--- config.mk ---
export PLATFORM = sky130hd
export DESIGN_NAME = sign_narrower_flat
export DESIGN_NICKNAME = d
export VERILOG_FILES = /design/src/rtl/sign_narrower_if.sv /design/src/rtl/sign_narrower.sv /design/src/flat_wrapper.sv
export SDC_FILE = /design/constraint.sdc
export NUM_CORES = 1
export LEC_CHECK = 0
export ABC_AREA = 1
export CELL_PAD_IN_SITES_DETAIL_PLACEMENT = 0
export CELL_PAD_IN_SITES_GLOBAL_PLACEMENT = 1
export CORE_MARGIN = 2
export CORE_UTILIZATION = 32
export DETAILED_ROUTE_END_ITERATION = 8
export GPL_TIMING_DRIVEN = 0
export PLACE_DENSITY_LB_ADDON = 0.1
export SLEW_MARGIN = 20
export SYNTH_ARGS = -nofsm -noshare
export SYNTH_HDL_FRONTEND = slang
export SYNTH_SLANG_ARGS = --single-unit
--- constraint.sdc ---
create_clock -name clock -period 1.8 [get_ports clock]
set_input_delay 0.18 -clock clock [delete_from_list [all_inputs] [get_ports clock]]
set_output_delay 0.18 -clock clock [all_outputs]
set_load 0.05 [all_outputs]
--- src/rtl/sign_narrower_if.sv ---
// Producer/consumer bundle for sign_narrower: 32-bit word in, narrowed halfword and overflow status out.
interface sign_narrower_if #(
    parameter int IN_W  = 32,
    parameter int OUT_W = 16,
    parameter int CNT_W = 8
);
    logic             in_valid;
    logic             in_ready;
    logic [IN_W-1:0]  in;
    logic             out_valid;
    logic             out_ready;
    logic [OUT_W-1:0] out;
    logic             out_ovf;
    logic [CNT_W-1:0] ovf_count;
    logic             sticky_ovf;
    logic             clear;

    modport master (
        output in_valid, in, out_ready, clear,
        input  in_ready, out_valid, out, out_ovf, ovf_count, sticky_ovf
    );

    modport slave (
        input  in_valid, in, out_ready, clear,
        output in_ready, out_valid, out, out_ovf, ovf_count, sticky_ovf
    );
endinterface

--- src/rtl/sign_narrower.sv ---
// Narrows signed IN_W words to OUT_W halfwords, flags non-sign-extended words; SIGN_NARROWER_SATURATE_EN clamps them.
// Latency: one cycle from accept to out_valid when empty; one word per cycle sustained.
// Backpressure: 2-entry buffer, in_ready = occupancy < 2, decoded only from registered state.
module sign_narrower #(
    parameter int IN_W  = 32,
    parameter int OUT_W = 16,
    parameter int CNT_W = 8
) (
    input  logic           clock,
    input  logic           reset,
    sign_narrower_if.slave bus
);
    typedef struct packed {
        logic             ovf;
        logic [OUT_W-1:0] dat;
    } entry_t;

    localparam logic [CNT_W-1:0] CNT_MAX = '1;

    entry_t             head_q;
    entry_t             spare_q;
    entry_t             new_entry;
    logic               head_vld_q;
    logic               spare_vld_q;
    logic [CNT_W-1:0]   cnt_q;
    logic               sticky_q;
    logic               acc;
    logic               rel;
    logic [IN_W-OUT_W:0] upper;

    // A word fits when everything from the halfword sign bit upward is a copy of that bit.
    assign upper = bus.in[IN_W-1:OUT_W-1];

    always_comb begin
        new_entry     = '0;
        new_entry.ovf = !((&upper) || !(|upper));
`ifdef SIGN_NARROWER_SATURATE_EN
        if (new_entry.ovf) begin
            new_entry.dat = bus.in[IN_W-1] ? {1'b1, {(OUT_W-1){1'b0}}}
                                           : {1'b0, {(OUT_W-1){1'b1}}};
        end else begin
            new_entry.dat = bus.in[OUT_W-1:0];
        end
`else
        new_entry.dat = bus.in[OUT_W-1:0];
`endif
    end

    // The spare slot is only ever occupied while the head is, so it alone means "full".
    assign bus.in_ready   = !spare_vld_q;
    assign acc            = bus.in_valid && !spare_vld_q;
    assign rel            = head_vld_q && bus.out_ready;

    assign bus.out_valid  = head_vld_q;
    assign bus.out        = head_q.dat;
    assign bus.out_ovf    = head_q.ovf;
    assign bus.ovf_count  = cnt_q;
    assign bus.sticky_ovf = sticky_q;

    always_ff @(posedge clock) begin
        if (reset) begin
            head_q      <= '0;
            spare_q     <= '0;
            head_vld_q  <= 1'b0;
            spare_vld_q <= 1'b0;
            cnt_q       <= '0;
            sticky_q    <= 1'b0;
        end else begin
            if (!head_vld_q) begin
                if (acc) begin
                    head_q     <= new_entry;
                    head_vld_q <= 1'b1;
                end
            end else if (spare_vld_q) begin
                if (rel) begin
                    head_q      <= spare_q;
                    spare_vld_q <= 1'b0;
                end
            end else begin
                // Head data is left in place on a plain release so out holds its last value.
                if (rel && acc) begin
                    head_q <= new_entry;
                end else if (rel) begin
                    head_vld_q <= 1'b0;
                end else if (acc) begin
                    spare_q     <= new_entry;
                    spare_vld_q <= 1'b1;
                end
            end

            if (acc && new_entry.ovf) begin
                if (bus.clear) begin
                    cnt_q <= CNT_W'(1);
                end else if (cnt_q != CNT_MAX) begin
                    cnt_q <= cnt_q + CNT_W'(1);
                end
                sticky_q <= 1'b1;
            end else if (bus.clear) begin
                cnt_q    <= '0;
                sticky_q <= 1'b0;
            end
        end
    end
endmodule

--- src/flat_wrapper.sv ---
// flat-port wrapper written by rule: the top's interface ports become plain ports
module sign_narrower_flat 
#(
    parameter int IN_W  = 32,
    parameter int OUT_W = 16,
    parameter int CNT_W = 8
)
  (clock, reset, bus_in_valid, bus_in, bus_out_ready, bus_clear, bus_in_ready, bus_out_valid, bus_out, bus_out_ovf, bus_ovf_count, bus_sticky_ovf);
  sign_narrower_if #(.IN_W(IN_W), .OUT_W(OUT_W), .CNT_W(CNT_W)) bus_i ();
  input  logic clock;
  input  logic reset;
  input wire logic [$bits(bus_i.in_valid)-1:0] bus_in_valid;
  input wire logic [$bits(bus_i.in)-1:0] bus_in;
  input wire logic [$bits(bus_i.out_ready)-1:0] bus_out_ready;
  input wire logic [$bits(bus_i.clear)-1:0] bus_clear;
  output wire logic [$bits(bus_i.in_ready)-1:0] bus_in_ready;
  output wire logic [$bits(bus_i.out_valid)-1:0] bus_out_valid;
  output wire logic [$bits(bus_i.out)-1:0] bus_out;
  output wire logic [$bits(bus_i.out_ovf)-1:0] bus_out_ovf;
  output wire logic [$bits(bus_i.ovf_count)-1:0] bus_ovf_count;
  output wire logic [$bits(bus_i.sticky_ovf)-1:0] bus_sticky_ovf;
  assign bus_i.in_valid = bus_in_valid;
  assign bus_i.in = bus_in;
  assign bus_i.out_ready = bus_out_ready;
  assign bus_i.clear = bus_clear;
  assign bus_in_ready = bus_i.in_ready;
  assign bus_out_valid = bus_i.out_valid;
  assign bus_out = bus_i.out;
  assign bus_out_ovf = bus_i.out_ovf;
  assign bus_ovf_count = bus_i.ovf_count;
  assign bus_sticky_ovf = bus_i.sticky_ovf;
  sign_narrower #(.IN_W(IN_W), .OUT_W(OUT_W), .CNT_W(CNT_W)) u_core (.clock(clock), .reset(reset), .bus(bus_i));
endmodule
==> flow_summary.json <==
{
  "post-place-cells": 467,
  "path_buf_inv": 1,
  "period_share_pct": 96.05,
  "layout_commonest_cell": "nand2_1",
  "fp.coreArea_mm2": 0.006681,
  "ys_warn_count": 0,
  "grt_pass1_vias": 2039,
  "cts_tree": "yes",
  "yosys.area.top_type": "dfxtp_1",
  "period_needed_ps": 1729,
  "ctsLongestPathBuffers": 2,
  "critPathMaxStageDelay_ps": 830,
  "power.density_mw_per_mm2": 783.9,
  "cp.required_ps": 1620,
  "wl_mm": 5.733,
  "whs_endpoint": "u_core.bus.ovf_count[1]$_SDFFE_PP0P_",
  "setup_viol": 0,
  "synth_area_mm2": 0.002177,
  "clk_latency_ps": 300,
  "fin_cells": 475,
  "hold_start": "reset",
  "n_antenna_cell": 0,
  "ys_ff_latch": 45,
  "cp-start-kind": "register",
  "start_util_pct": 32.58,
  "post-place-ws_ps": 10.77,
  "dieArea_mm2": 0.007479,
  "vdd_drop_max_mv": 0.2949,
  "cts_root_buffer": "clkbuf_8",
  "yosys-top-cells-area": "dfxtp_1 41%, nand2_1 15%, nor2_1 12%, a31oi_1 4.6%, o21ai_0 4.4%",
  "hold_viol_final": 0,
  "cts_buffers": 5,
  "drc": 0,
  "critical-path-slowest-cell": "clkdlybuf4s50_1",
  "grt_max_degree": 16,
  "synthCells": 324,
  "area_delta_synth_final_pct": 38.10,
  "worstPathMaxFanout": 4,
  "outcome": "finished clean",
  "post_synth_num_cell_types": 29,
  "layout.nets": 432,
  "grt_use_total_pct": 16.21,
  "cp_cell_sequence": "clkdlybuf4s50_1",
  "reg2reg_to": "u_core.bus.out[13]$_SDFFE_PP0P_",
  "p_leak_nw": 1.286,
  "arrival_ps": 1550,
  "dpl.hpwl_mm": 4.221,
  "hold_buffers": 0,
  "worst-setup-path-type": "reg2out",
  "cts_setup_buffers": 0,
  "slew_viol_final": 0,
  "synth_nets": 362,
  "die_h_um": 86.48,
  "ant_nets": 0,
  "r2r_slack_ps": 250,
  "skew_ps": 4.884,
  "r2r.worst_path.cells": 6,
  "die_x_um": 86.48,
  "grt_antenna_before_repair": 0,
  "mostFrequentLayoutCells": "85 x nand2_1, 69 x nor2_1, 59 x clkdlybuf4s50_1",
  "relSlewSlack_pct": 66.19,
  "drive_gt1_share_pct": 8.101,
  "firstDrtPassIters": 4,
  "syn_area_per_cell_um2": 6.719,
  "drtIter0Drc": 73,
  "htree_levels": 2,
  "critPathTopFamily": "buffers and inverters",
  "hold_path.class": "in2reg",
  "overflow": 0,
  "vias_per_cell": 4.701,
  "io_pins": 65,
  "io_buffers": 63,
  "grt_pass1_wl_mm": 9.722,
  "gp_congestion": 0.7867,
  "rsz0062_at_grt": "false",
  "worst_slack_ps": 71.16,
  "netlist.area_leader.share_pct": 41.38,
  "row_count": 30,
  "cts_sinks": 45,
  "whs_path_depth": 2,
  "max_cap_violations": 0,
  "clock.fmax_mhz": 578.4,
  "worst_slew_pin_slew_ps": 505.6,
  "vias": 2233,
  "setup-tns-final_ps": 0,
  "synth-seq-area-share_pct": 41.38,
  "wl_per_cell_um": 12.07,
  "worstSetupEndpointType": "output port",
  "r2r_start": "u_core.bus.out_valid$_SDFF_PP0_",
  "path_clk_slew_ps": 90
}
layer usage:
metal	vias up	wire, µm	global-route usage (%)
li1	1204	-	-
met5	-	0	0
met1	970	2722	21.74
met3	7	250	2.857
met2	52	2688	26.92
met4	0	72	4.261
report_power, final:
part / leakage (nW) / switching, mW / internal [mW]
clock: 0.0445 / 0.370 / 0.276
sequential: 0.370 / 0.0395 / 1.07
combinational: 0.871 / 0.374 / 0.225
worst max path at each step:
| stage | startpoint | end | slack, ps | cells past startpoint |
|---|---|---|---|---|
| after detailed placement | bus_out_ready | u_core.bus.out[13]$_SDFFE_PP0P_ | 10 | 7 |
| after CTS | u_core.bus.ovf_count[5]$_SDFFE_PP0P_ | bus_ovf_count[5] | 20 | 1 |
| after global placement | bus_in[15] | u_core.bus.ovf_count[0]$_SDFFE_PP0P_ | 30 | 8 |
| after global routing | u_core.bus.out_valid$_SDFF_PP0_ | u_core.bus.out[13]$_SDFFE_PP0P_ | 30 | 6 |
| after floorplan | u_core.bus.ovf_count[4]$_SDFFE_PP0P_ | u_core.bus.ovf_count[3]$_SDFFE_PP0P_ | 180 | 6 |
| final | u_core.bus.out_valid$_SDFF_PP0_ | bus_out_valid | 70 | 1 |
through the flow:
| stage | utilization (%) | total power [mW] | cell area [µm²] | hold WS, ps |
|---|---|---|---|---|
| CTS | 44.89 | 2.384 | 2999 | 195.9 |
| global route | 45.00 | 2.490 | 3007 | 216.4 |
| global placement | 43.56 | 1.737 | 2910 | 458.0 |
| floorplan | - | 1.486 | 2180 | 314.9 |
| detailed placement | 43.56 | 1.740 | 2910 | 459.5 |
| finish | 45.00 | 2.357 | 3007 | 191.5 |
cell usage after synthesis (all sizes together):
master	count
buf	7
ha	1
clkbuf	6
nand4	6
xor2	2
dfxtp	45
nor3	1
o21ai	34
inv	15
nand3b	1
o21bai	1
a31oi	16
nand3	14
nand2	88
nor2	71
or2	2
xnor2	1
a21oi	13
what timing repair did:
action                                 4_1_cts  5_1_grt
gates resized for setup                      1        3
cloned                                       0        0
endpoints found under the hold margin        0        0
setup endpoints to repair                    1        3
cell type report:
type | count | area, µm²
fillers | 730 | 3675
clock buffers | 5 | 68.82
inverters | 15 | 56.30
multi-input cells | 251 | 1162
well taps | 80 | 100.1
flip-flops and latches | 45 | 903.4
plain buffers | 13 | 57.56
repair buffers | 63 | 636.9
clock inverters | 3 | 21.27
flip-flops by register name, indices dropped and copies added (netlist names):
| signal | flops |
|---|---|
| u_core.spare_vld_q | 1 |
| u_core.spare_q | 17 |
| u_core.bus.out_ovf | 1 |
| u_core.bus.sticky_ovf | 1 |
| u_core.bus.out_valid | 1 |
| u_core.bus.ovf_count | 8 |
| u_core.bus.out | 16 |
cells by family (layout without fill, tap and decap cells):
group | Yosys count | count (layout) | share of synthesized area [%]
buf+inv | 28 | 99 | 5.230
xor+xnor | 3 | 3 | 1.207
flops | 45 | 45 | 41.38
fa+ha+maj | 1 | 1 | 0.5746
compound gates | 64 | 64 | 15.75
simple gates | 183 | 183 | 35.86
Note: power is estimated with default switching activity, not from simulation.
